File: src/rtl/div_unit_if.sv
// div_unit_if: divide handshake between the hazard unit (master) and the
// EX-stage iterative divider (slave). Carries the request level, operands,
// abort, result, completion pulse and busy flag.
interface div_unit_if #(
    parameter int unsigned WIDTH = 32
);
    logic                   div_start;
    logic                   signed_div;
    logic [WIDTH-1:0]       opdata1;
    logic [WIDTH-1:0]       opdata2;
    logic                   annul;
    logic [2*WIDTH-1:0]     div_result;
    logic                   div_ready;
    logic                   div_busy;

    modport master (
        output div_start,
        output signed_div,
        output opdata1,
        output opdata2,
        output annul,
        input  div_result,
        input  div_ready,
        input  div_busy
    );

    modport slave (
        input  div_start,
        input  signed_div,
        input  opdata1,
        input  opdata2,
        input  annul,
        output div_result,
        output div_ready,
        output div_busy
    );
endinterface

File: src/rtl/div_unit.sv
// div_unit: iterative radix-2 restoring divider for DIV/DIVU in EX.
// Result layout: [2*WIDTH-1:WIDTH] remainder (HI), [WIDTH-1:0] quotient (LO).
// Divide-by-zero returns {raw dividend, all ones}. -2^(W-1) / -1 wraps.
// Optional macro DIV_EARLY_EXIT_EN: when |dividend| < |divisor| (divisor
// nonzero) the result {dividend, 0} is produced one cycle after the start
// edge instead of after WIDTH iterations. Results are identical either way.
module div_unit #(
    parameter int unsigned WIDTH = 32,
    parameter int unsigned CNT_W = 6
) (
    input  logic      clk,
    input  logic      rst,
    div_unit_if.slave div_if
);

    typedef enum logic [1:0] {
        IDLE = 2'd0,
        DIV0 = 2'd1,
        ON   = 2'd2,
        END  = 2'd3
    } state_t;

    localparam logic [WIDTH-1:0] ZERO_W   = '0;
    localparam logic [WIDTH-1:0] ONES_W   = '1;
    localparam logic [CNT_W-1:0] LAST_CNT = CNT_W'(WIDTH - 1);
    localparam logic [CNT_W-1:0] ONE_CNT  = CNT_W'(1);

    state_t             state_q, state_d;
    logic [CNT_W-1:0]   cnt_q, cnt_d;
    // Partial remainder (the restore step keeps it below the divisor).
    logic [WIDTH-1:0]   rem_q, rem_d;
    // Dividend bits shift out of the top while quotient bits shift in below.
    // In DIV0 it holds the raw dividend for the HI result.
    logic [WIDTH-1:0]   dq_q, dq_d;
    logic [WIDTH-1:0]   dvs_q, dvs_d;
    logic               s1_q, s1_d;
    logic               s2_q, s2_d;
    logic               sgn_q, sgn_d;
    logic [2*WIDTH-1:0] result_q, result_d;
    logic               ready_q, ready_d;

    logic [WIDTH-1:0]   abs1;
    logic [WIDTH-1:0]   abs2;
    logic [WIDTH:0]     rem_shift;
    logic [WIDTH:0]     rem_diff;
    logic               q_bit;
    logic [WIDTH-1:0]   rem_next;
    logic [WIDTH-1:0]   quo_next;
    logic [WIDTH-1:0]   quo_fix;
    logic [WIDTH-1:0]   rem_fix;

    // Operand magnitudes; only signed divides take the two's complement.
    always_comb begin
        abs1 = (div_if.signed_div && div_if.opdata1[WIDTH-1]) ? (ZERO_W - div_if.opdata1)
                                                               : div_if.opdata1;
        abs2 = (div_if.signed_div && div_if.opdata2[WIDTH-1]) ? (ZERO_W - div_if.opdata2)
                                                               : div_if.opdata2;
    end

    // One restoring iteration plus sign fix-up of the would-be final values.
    always_comb begin
        rem_shift = {rem_q, dq_q[WIDTH-1]};
        rem_diff  = rem_shift - {1'b0, dvs_q};
        q_bit     = ~rem_diff[WIDTH];
        rem_next  = q_bit ? rem_diff[WIDTH-1:0] : rem_shift[WIDTH-1:0];
        quo_next  = {dq_q[WIDTH-2:0], q_bit};
        quo_fix   = (sgn_q && (s1_q != s2_q)) ? (ZERO_W - quo_next) : quo_next;
        rem_fix   = (sgn_q && s1_q) ? (ZERO_W - rem_next) : rem_next;
    end

    // Next-state, datapath loads and completion pulse.
    always_comb begin
        state_d  = state_q;
        cnt_d    = cnt_q;
        rem_d    = rem_q;
        dq_d     = dq_q;
        dvs_d    = dvs_q;
        s1_d     = s1_q;
        s2_d     = s2_q;
        sgn_d    = sgn_q;
        result_d = result_q;
        ready_d  = 1'b0;

        case (state_q)
            IDLE: begin
                if (div_if.div_start && !div_if.annul) begin
                    dvs_d = abs2;
                    s1_d  = div_if.opdata1[WIDTH-1];
                    s2_d  = div_if.opdata2[WIDTH-1];
                    sgn_d = div_if.signed_div;
                    cnt_d = '0;
                    rem_d = '0;
                    if (div_if.opdata2 == ZERO_W) begin
                        dq_d    = div_if.opdata1;
                        state_d = DIV0;
                    end else begin
                        dq_d = abs1;
`ifdef DIV_EARLY_EXIT_EN
                        // Quotient is zero and the remainder is the dividend itself,
                        // which already carries the dividend's sign.
                        if (abs1 < abs2) begin
                            result_d = {div_if.opdata1, ZERO_W};
                            ready_d  = 1'b1;
                            state_d  = END;
                        end else begin
                            state_d = ON;
                        end
`else
                        state_d = ON;
`endif
                    end
                end
            end

            DIV0: begin
                if (div_if.annul || !div_if.div_start) begin
                    state_d = IDLE;
                end else begin
                    result_d = {dq_q, ONES_W};
                    ready_d  = 1'b1;
                    state_d  = END;
                end
            end

            ON: begin
                if (div_if.annul || !div_if.div_start) begin
                    state_d = IDLE;
                end else begin
                    rem_d = rem_next;
                    dq_d  = quo_next;
                    cnt_d = cnt_q + ONE_CNT;
                    if (cnt_q == LAST_CNT) begin
                        result_d = {rem_fix, quo_fix};
                        ready_d  = 1'b1;
                        state_d  = END;
                    end
                end
            end

            END: begin
                state_d = IDLE;
            end

            default: begin
                state_d = IDLE;
            end
        endcase
    end

    // State and datapath registers with asynchronous reset.
    always_ff @(posedge clk or posedge rst) begin
        if (rst) begin
            state_q  <= IDLE;
            cnt_q    <= '0;
            rem_q    <= '0;
            dq_q     <= '0;
            dvs_q    <= '0;
            s1_q     <= 1'b0;
            s2_q     <= 1'b0;
            sgn_q    <= 1'b0;
            result_q <= '0;
            ready_q  <= 1'b0;
        end else begin
            state_q  <= state_d;
            cnt_q    <= cnt_d;
            rem_q    <= rem_d;
            dq_q     <= dq_d;
            dvs_q    <= dvs_d;
            s1_q     <= s1_d;
            s2_q     <= s2_d;
            sgn_q    <= sgn_d;
            result_q <= result_d;
            ready_q  <= ready_d;
        end
    end

    assign div_if.div_result = result_q;
    assign div_if.div_ready  = ready_q;
    assign div_if.div_busy   = (state_q != IDLE);

endmodule

File: src/flat_wrapper.sv
// flat-port wrapper written by rule: the top's interface ports become plain ports
module div_unit_flat 
#(
    parameter int unsigned WIDTH = 32,
    parameter int unsigned CNT_W = 6
)
  (clk, rst, div_if_div_start, div_if_signed_div, div_if_opdata1, div_if_opdata2, div_if_annul, div_if_div_result, div_if_div_ready, div_if_div_busy);
  div_unit_if #(.WIDTH(WIDTH)) div_if_i ();
  input  logic clk;
  input  logic rst;
  input wire logic [$bits(div_if_i.div_start)-1:0] div_if_div_start;
  input wire logic [$bits(div_if_i.signed_div)-1:0] div_if_signed_div;
  input wire logic [$bits(div_if_i.opdata1)-1:0] div_if_opdata1;
  input wire logic [$bits(div_if_i.opdata2)-1:0] div_if_opdata2;
  input wire logic [$bits(div_if_i.annul)-1:0] div_if_annul;
  output wire logic [$bits(div_if_i.div_result)-1:0] div_if_div_result;
  output wire logic [$bits(div_if_i.div_ready)-1:0] div_if_div_ready;
  output wire logic [$bits(div_if_i.div_busy)-1:0] div_if_div_busy;
  assign div_if_i.div_start = div_if_div_start;
  assign div_if_i.signed_div = div_if_signed_div;
  assign div_if_i.opdata1 = div_if_opdata1;
  assign div_if_i.opdata2 = div_if_opdata2;
  assign div_if_i.annul = div_if_annul;
  assign div_if_div_result = div_if_i.div_result;
  assign div_if_div_ready = div_if_i.div_ready;
  assign div_if_div_busy = div_if_i.div_busy;
  div_unit #(.WIDTH(WIDTH), .CNT_W(CNT_W)) u_core (.clk(clk), .rst(rst), .div_if(div_if_i));
endmodule
File: config.mk
export PLATFORM = sky130hd
export DESIGN_NAME = div_unit_flat
export DESIGN_NICKNAME = d
export VERILOG_FILES = /design/src/rtl/div_unit_if.sv /design/src/rtl/div_unit.sv /design/src/flat_wrapper.sv
export SDC_FILE = /design/constraint.sdc
export NUM_CORES = 1
export LEC_CHECK = 0
export BUFFER_PORTS_ARGS = -buffer_cell sky130_fd_sc_hd__buf_2
export CAP_MARGIN = 0
export CORE_ASPECT_RATIO = 0.75
export CORE_MARGIN = 1
export CORE_UTILIZATION = 55
export CTS_CLUSTER_DIAMETER = 60
export DETAILED_ROUTE_END_ITERATION = 10
export PLACE_DENSITY = 0.85
export RECOVER_POWER = 50
export SLEW_MARGIN = 20
export SYNTH_ARGS = -nofsm -noshare
export SYNTH_HDL_FRONTEND = slang
export SYNTH_SLANG_ARGS = --single-unit
File: constraint.sdc
create_clock -name clk -period 8 [get_ports clk]
set_input_delay 0.4 -clock clk [delete_from_list [all_inputs] [get_ports clk]]
set_output_delay 0.4 -clock clk [all_outputs]
set_load 0.05 [all_outputs]
==> flow_summary.ini, run 1 <==
[floorplanning]
placementRows = 47
ios = 135
die_y_um = 133
initial_utilization = 0.566
die_w_um = 177
die_area_mm2 = 0.0235
core_area_mm2 = 0.0222

[cells_and_area]
drive_above_1_share = 0.0982
syn_to_final_growth_pct = 9.15
final_util = 0.617
final_cell_area_mm2 = 0.0137
nNetsFinal = 1716
num_antenna_cells = 0
multi_input_area_mm2 = 0.00761
seqCellArea_mm2 = 0.00430
num-fill-cells = 1952

[clock_tree]
htree_levels = 4
cts_root_buffer = clkbuf_16
clk_pin_slew_ns = 0.07
ctsHoldBuffers = 0
cts_buffers = 17
clock_path_buffers = 2
clk_latency_ns = 0.45
post_cts_buffers = 0
cts-resized-gates = 0
cts_tree = yes
cts_sinks = 172

[synthesis]
yosysSeqAreaShare = 0.342
synth_area_mm2 = 0.0126
synth_cells = 1538
synth_edf_count = 0
ys_warn_count = 0
synth_nets = 1648
ys_ff_latch = 172
avgSynthCellArea_um2 = 8.18
synthArstFlopShare = 1.00
netlist-cell-type-count = 85
synth_flop_cell = dfrtp_1

[detailed_routing]
dr.pass1.iters = 6
ant_nets = 0
drt_wl_total_mm = 35.0
post_drt_wl_per_cell_um = 18.3
drc = 0
num_vias = 11900
drt_first_iter_violations = 1346
viasPerCell = 6.22

[global_routing]
track_usage = 0.304
grt_pass1_wl_mm = 57.1
first_global_vias = 11300
overflow = 0
met1_usage = 0.433
grt_busiest_layer = met2
grt_start_max_net_pins = 114
grt_use_met2 = 0.459
antenna_found_initial = 1
groute.layer.met3.usage = 0.0612

[setup_path]
r2r_end = u_core.div_if.div_result[52]
worstPathRequired_ns = 8.31
r2r-start = u_core.dq_q[31]
crit_end = u_core.div_if.div_result[52]
ff2ff_setup_slack_ns = 2.31
cp_max_fo = 33
crit_path_start_kind = register
critical_path_class = register to register
reg2regPathDepth = 19
endpoint_kind = register
arrival_ns = 6.01
startpoint = u_core.dq_q[31]

[status]
status = complete, but fails checks
violations = capacitance limit, slew limit

[timing]
drv_slew = 114
hold_viol = 0
clock.fmax_mhz = 176
layout_worst_path_cycle_share = 0.712
hold_ws_ns = 0.257
worst_pin_slew_ns = 5.08
fin_crit_ns = 5.69
setup_violations = 0
rsz0062_at_grt = no
finalClockSkew_ns = 0.0119
tns_ns = 0
max-slew-margin-rel = -2.41

[place]
io_buffers = 134
postPlaceCellArea_mm2 = 0.0132
dpl.hpwl_mm = 25.4
globalplace.congestion = 0.924

[flow_run]
drv_cap = 1

[hold_path]
hold_path_class = input pin to register
-- area by class of cell --
class | instances | share of cell area
clock buffers | 20 | 0.0333
clock inverters | 12 | 0.00811
inverters | 57 | 0.0157
multi-input cells | 1215 | 0.555
flip-flops and latches | 172 | 0.314
well taps | 294 | 0.0268
repair buffers | 143 | 0.0479
-- registers in the layout, summed over array words and instances (netlist names) --
name,count
u_core.cnt_q,6
u_core.div_if.div_result,64
u_core.sgn_q,1
u_core.state_q,2
u_core.rem_q,32
u_core.s2_q,1
u_core.dvs_q,32
u_core.s1_q,1
u_core.dq_q,32
u_core.div_if.div_ready,1
-- worst min path at each step --
stage,depth (start not counted),startpoint,end,slack (ns)
finish,3,div_if_opdata2[20],u_core.dvs_q[20],0.26
CTS,2,rst,u_core.div_if.div_result[13],0.25
global route,3,div_if_opdata2[19],u_core.dvs_q[19],0.26
global placement,2,u_core.div_if.div_result[45],u_core.div_if.div_result[45],0.46
floorplan,2,u_core.dvs_q[10],u_core.dvs_q[10],0.45
detailed placement,2,u_core.div_if.div_result[37],u_core.div_if.div_result[37],0.47
-- cell usage after synthesis (11+ instances only) --
library cell | number | share of area
xnor2_1 | 71 | 0.049
mux2i_1 | 41 | 0.033
a31oi_1 | 25 | 0.012
clkbuf_1 | 62 | 0.019
xor2_1 | 71 | 0.049
o211ai_1 | 11 | 0.0066
inv_1 | 56 | 0.017
dfrtp_1 | 172 | 0.34
nor2b_1 | 11 | 0.0055
or3_1 | 17 | 0.0085
and2_1 | 14 | 0.0070
a21oi_1 | 152 | 0.060
a21o_1 | 15 | 0.0090
nor2_1 | 128 | 0.038
nand3_1 | 16 | 0.0064
o21ai_1 | 21 | 0.0084
ha_1 | 40 | 0.040
or4_1 | 11 | 0.0066
nand2_1 | 183 | 0.055
nand2b_1 | 11 | 0.0055
nor3b_1 | 15 | 0.0090
nor3_1 | 40 | 0.016
o31ai_1 | 19 | 0.011
nand4_1 | 13 | 0.0065
o21ai_0 | 155 | 0.062
nor4_1 | 17 | 0.0085
-- cells by family after synthesis --
| kind of cell | count (synthesis) | share of synthesized area |
|---|---|---|
| AO/OA/AOI/OAI | 477 | 0.229 |
| XOR/XNOR | 143 | 0.100 |
| adder cells (fa/ha/maj) | 41 | 0.0414 |
| buffers and inverters | 151 | 0.0562 |
| flip-flops | 172 | 0.342 |
| multiplexers | 48 | 0.0391 |
| AND/OR/NAND/NOR | 506 | 0.191 |
-- layout by cell type (no fill, tap or decap), drive strengths merged, types with 12 or more instances in the layout --
cell / Yosys / routed
nor3b: 15 / 15
nor2: 128 / 128
nand4: 13 / 13
inv: 57 / 59
buf: 23 / 78
or4: 14 / 14
nand3: 17 / 17
xnor2: 72 / 72
a21o: 16 / 16
and2: 15 / 15
nand2: 183 / 183
nor3: 41 / 41
ha: 40 / 40
nor4: 17 / 17
mux2i: 42 / 42
clkbuf: 71 / 85
xor2: 71 / 71
o21ai: 177 / 177
dfrtp: 172 / 172
o31ai: 19 / 19
or3: 19 / 19
a31oi: 26 / 26
o211ai: 12 / 12
a21oi: 156 / 156
-- per-layer routing --
metal	share of wire	routed length [µm]
met4	0.025	889
met2	0.45	15700
met5	0.00037	13
met3	0.077	2690
met1	0.45	15700
-- worst max-delay path, stage by stage, from the launching register on --
cell and delay, ns:
dfrtp_1 0.43, inv_1 0.12, ha_1 0.17, inv_1 0.05
fa_1 0.48, a211oi_4 0.29, o211ai_2 0.18, a211o_2 0.40
a31o_4 0.27, a31oi_4 0.24, xnor2_4 0.29, buf_4 0.50
mux2i_1 0.35, ha_1 0.35, nand4_1 0.18, nor4_1 0.48
nor2_1 0.18, o21ai_0 0.30, xnor2_1 0.18, o21ai_0 0.09
-- per-stage QoR --
step,setup slack [ns],cells
CTS,2.42,1913
finish,2.31,1913
floorplan,2.94,1538
global route,1.98,1913
detailed placement,2.46,1881
global placement,2.69,1881
Power of run 1 is not shown: default switching activity piles up to over one toggle a cycle in this logic, so the estimate is an artifact.
==> run 2: changes to the inputs <==
--- a/config.mk
+++ b/config.mk
@@ -12,7 +12,7 @@
 export CORE_UTILIZATION = 55
 export CTS_CLUSTER_DIAMETER = 60
 export DETAILED_ROUTE_END_ITERATION = 10
-export PLACE_DENSITY = 0.85
+export PLACE_DENSITY = 0.88
 export RECOVER_POWER = 50
 export SLEW_MARGIN = 20
 export SYNTH_ARGS = -nofsm -noshare
==> constraint.sdc (replaced) <==
create_clock -name clk -period 4.67 [get_ports clk]
set_input_delay 0.2335 -clock clk [delete_from_list [all_inputs] [get_ports clk]]
set_output_delay 0.2335 -clock clk [all_outputs]
set_load 0.05 [all_outputs]
==> flow_summary.ini, run 2 (same netlist as run 1, synthesis figures left out) <==
[clock_tree]
cts_buffers = 17
clk_latency_ns = 0.45
clock_path_buffers = 2
post_cts_buffers = 0
clk_pin_slew_ns = 0.07
htree_levels = 4
cts_sinks = 172
cts_tree = yes
cts_root_buffer = clkbuf_16

[global_routing]
antenna_found_initial = 0
grt_start_max_net_pins = 128
track_usage = 0.307
overflow = 0
first_global_vias = 11100
grt_pass1_wl_mm = 57.5

[cells_and_area]
nNetsFinal = 1729
final_common_cell = nand2_1
mostFrequentLayoutCells = 182 x nand2_1, 172 x dfrtp_1, 152 x a21oi_1, 151 x o21ai_0, 127 x nor2_1
drive_above_1_share = 0.108
syn_to_final_growth_pct = 10.5
final_util = 0.625
num_antenna_cells = 0
largest_register_ffs = 64

[setup_path]
endpoint_kind = register
critical_path_class = register to register
cp_max_fo = 6
slowest_delay_ns = 0.44
worstPathRequired_ns = 5.05
arrival_ns = 4.83
slowest_stage = dfrtp_1
crit_path_start_kind = register
crit_chain = inv_1, ha_1, inv_1, fa_2, a211oi_4, o211ai_2, a211o_2, a31o_4, a31oi_4, xnor2_4, inv_2, a21oi_1, ha_1, buf_4, nand3_1, nor3_2, or2_2, a21oi_1, or3_1, nand3_1

[detailed_routing]
drt_first_iter_violations = 1243
drc = 0
ant_nets = 0
dr.pass1.iters = 5
viasPerCell = 6.24
num_vias = 12000
post_drt_wl_per_cell_um = 18.5
drt_wl_total_mm = 35.6

[floorplanning]
ios = 135
die_y_um = 133
die_w_um = 177
placementRows = 47
core_area_mm2 = 0.0222
die_area_mm2 = 0.0235
initial_utilization = 0.566

[place]
io_buffers = 134
dpl.hpwl_mm = 25.8
globalplace.congestion = 0.944

[flow_run]
drv_cap = 2

[status]
violations = capacitance limit, slew limit
status = complete, but fails checks

[hold_path]
hold_path_class = input pin to register

[timing]
clock.fmax_mhz = 225
tns_ns = 0
hold_viol = 0
fin_crit_ns = 4.44
rsz0062_at_grt = yes
max-slew-margin-rel = -1.15
layout_worst_path_cycle_share = 0.951
finalClockSkew_ns = 0.0143
setup_violations = 0
drv_slew = 160
worst_pin_slew_ns = 3.23
run 2: final timing paths:
path / start / end / slack (ns) / cells after the start
worst max-delay path: u_core.dq_q[31] / u_core.div_if.div_result[58] / 0.23 / 20
worst min-delay path: div_if_opdata1[31] / u_core.s1_q / 0.08 / 2
worst max register to register: u_core.dq_q[31] / u_core.div_if.div_result[58] / 0.23 / 20
worst min register to register: u_core.div_if.div_result[38] / u_core.div_if.div_result[38] / 0.48 / 2
max in group asynchronous: rst / u_core.rem_q[17] / 0.73 / 4
min in group asynchronous: rst / u_core.div_if.div_result[5] / 0.39 / 3
run 2: critical path: cells and delay by family, from the launching register on:
kind                       cells  cell delay [ns]
DFF                            1             0.44
xor gates and xnor gates       1             0.18
and+or+nand+nor                5             0.95
adders and majority gates      3             0.78
AOI/OAI and AO/OA              7             1.61
buffers and inverters          4             0.40
run 2: through the flow:
stage | cells | hold slack, ns | area, µm² | worst slack (ns)
final | 1926 | 0.0750 | 13900 | 0.227
after detailed placement | 1892 | 0.466 | 13300 | 0.0754
after global placement | 1892 | 0.458 | 13300 | 0.256
after CTS | 1924 | 0.0527 | 13900 | 0.0453
after global routing | 1926 | 0.0781 | 13900 | -0.0451
after floorplan | 1538 | 0.370 | 12600 | 0.0166
run 2: routing by layer:
layer / part of all wire / up-vias / track usage
met1: 0.45 / 5740 / 0.451
met4: 0.026 / 0 / 0.0987
met2: 0.43 / 591 / 0.451
li1: - / 5604 / -
met5: 0 / - / 0
met3: 0.090 / 86 / 0.0624
run 2: layout make-up:
type	count	area (µm²)
Inverter	57	215
Tap cell	294	368
Timing Repair Buffer	156	749
Clock inverter	13	151
Fill cell	1932	8340
Clock buffer	19	453
Sequential cell	172	4300
Multi-Input combinational cell	1215	7650
run 2: what timing repair did:
action / CTS / global route
resized for setup: 0 / 10
hold endpoints to repair: 0 / 14
setup endpoints to repair: 0 / 18
hold buffers: 0 / 1
Power of run 2 is left out for the same reason.
==> run 3: changes to the inputs <==
--- a/config.mk
+++ b/config.mk
@@ -7,9 +7,11 @@
 export LEC_CHECK = 0
 export BUFFER_PORTS_ARGS = -buffer_cell sky130_fd_sc_hd__buf_2
 export CAP_MARGIN = 0
+export CELL_PAD_IN_SITES_DETAIL_PLACEMENT = 1
+export CELL_PAD_IN_SITES_GLOBAL_PLACEMENT = 1
 export CORE_ASPECT_RATIO = 0.75
 export CORE_MARGIN = 1
-export CORE_UTILIZATION = 55
+export CORE_UTILIZATION = 41
 export CTS_CLUSTER_DIAMETER = 60
 export DETAILED_ROUTE_END_ITERATION = 10
 export PLACE_DENSITY = 0.88
==> constraint.sdc (replaced) <==
create_clock -name clk -period 4.67 [get_ports clk]
set_input_delay 0.934 -clock clk [delete_from_list [all_inputs] [get_ports clk]]
set_output_delay 0.934 -clock clk [all_outputs]
set_load 0.05 [all_outputs]
==> flow_summary.ini, run 3 (same netlist as run 1, synthesis figures left out) <==
[status]
violations = capacitance limit, slew limit
status = complete, but fails checks

[detailed_routing]
viasPerCell = 5.98
ant_nets = 0
dr.pass1.iters = 5
drc = 0
drt_first_iter_violations = 1002
num_vias = 12200
post_drt_wl_per_cell_um = 21.1
drt_wl_total_mm = 42.9

[clock_tree]
cts_buffers = 17
cts_sinks = 172
clk_latency_ns = 0.46
htree_levels = 4
clock_path_buffers = 2
cts_tree = yes
clk_pin_slew_ns = 0.07
cts_root_buffer = clkbuf_16

[timing]
max-slew-margin-rel = -0.769
hold_viol = 0
clock.fmax_mhz = 224
finalClockSkew_ns = 0.0160
setup_violations = 0
fin_crit_ns = 4.47
layout_worst_path_cycle_share = 0.958
setup_ws_ns = 0.197
worst_pin_slew_ns = 2.65
drv_slew = 236

[setup_path]
critical_path_class = register to register
endpoint_kind = register
crit_path_start_kind = register
cp_max_fo = 4
worstPathRequired_ns = 5.06
reg2regPathDepth = 18
arrival_ns = 4.86

[place]
io_buffers = 134
dp_slack_ns = 0.121
dpl.hpwl_mm = 31.2
globalplace.congestion = 0.894

[global_routing]
grt_start_max_net_pins = 93
grt_pass1_wl_mm = 69.0
first_global_vias = 12600
antenna_found_initial = 0
track_usage = 0.278
overflow = 0

[cells_and_area]
mostFrequentLayoutCells = 182 x nand2_1, 172 x dfrtp_1, 152 x o21ai_0, 151 x a21oi_1, 128 x nor2_1
drive_above_1_share = 0.133
final_common_cell = nand2_1
syn_to_final_growth_pct = 12.0
final_util = 0.467
num_antenna_cells = 0
largest_register_ffs = 64
num-fill-cells = 3719
nNetsFinal = 1733

[floorplanning]
core_area_mm2 = 0.0301
initial_utilization = 0.417
die_y_um = 154
placementRows = 55
die_w_um = 204
die_area_mm2 = 0.0314
ios = 135

[flow_run]
drv_cap = 4

[hold_path]
hold_path_class = input pin to asynchronous set/reset pin
==> run 3: changes by cell type in the layout (fill, tap and decap cells not counted), sizes merged <==
cell,delta
buf,+43
clkinv,-1
clkbuf,-34
inv,-5
clkinvlp,+2
dlygate4sd3,-1
==> run 3: repair_timing <==
item,in CTS,in global routing
gates resized for setup,0,9
hold buffers,0,0
setup endpoints to repair,0,16
setup buffers,0,0
endpoints found under the hold margin,0,0
==> run 3: final timing paths <==
kind                                 start                      endpoint  slack, ns
max                        u_core.dq_q[31]  u_core.div_if.div_result[58]       0.20
min                                    rst  u_core.div_if.div_result[17]       0.48
max reg2reg                u_core.dq_q[31]  u_core.div_if.div_result[58]       0.20
min reg2reg                u_core.dvs_q[8]               u_core.dvs_q[8]       0.48
max in group asynchronous              rst              u_core.dvs_q[26]       0.83
min in group clk           u_core.dvs_q[8]               u_core.dvs_q[8]       0.48
==> run 3: layout make-up <==
| class | count | area [µm²] | share of cell area |
|---|---|---|---|
| tap | 399 | 499 | 0.0355 |
| multi-input combinational | 1215 | 7650 | 0.543 |
| clock inverter | 9 | 113 | 0.00800 |
| timing repair buffer | 160 | 821 | 0.0583 |
| clock buffer | 23 | 478 | 0.0339 |
| inverter | 57 | 215 | 0.0153 |
| sequential | 172 | 4300 | 0.306 |
==> run 3: critical path, cell delays in order, from the launching register on <==
cell and delay, ns:
dfrtp_1 0.37, inv_1 0.09, ha_1 0.18, inv_1 0.07
fa_2 0.41, a211oi_4 0.26, o211ai_2 0.15, a211o_2 0.38
a31o_4 0.27, a31oi_4 0.23, xnor2_4 0.17, mux2i_2 0.29
ha_1 0.22, nand4_1 0.20, nor4_2 0.34, or2_2 0.22
a21oi_1 0.10, or3_1 0.35, nand3_1 0.10
==> run 3: layer usage <==
layer | wire length (µm) | track usage
met3 | 2230 | 0.0418
met5 | 0 | 0
met2 | 20000 | 0.441
met1 | 19700 | 0.386
met4 | 1030 | 0.0917
==> run 3: through the flow <==
step / hold WS [ns] / instances / cell area [µm²] / setup TNS, ns
detailed placement: 0.470 / 2002 / 13500 / 0
floorplan: 0.450 / 1538 / 12600 / 0
global placement: 0.456 / 2002 / 13500 / 0
finish: 0.475 / 2035 / 14100 / 0
global route: 0.495 / 2035 / 14100 / -0.00161
CTS: 0.486 / 2034 / 14100 / 0
Power of run 3 is left out for the same reason.
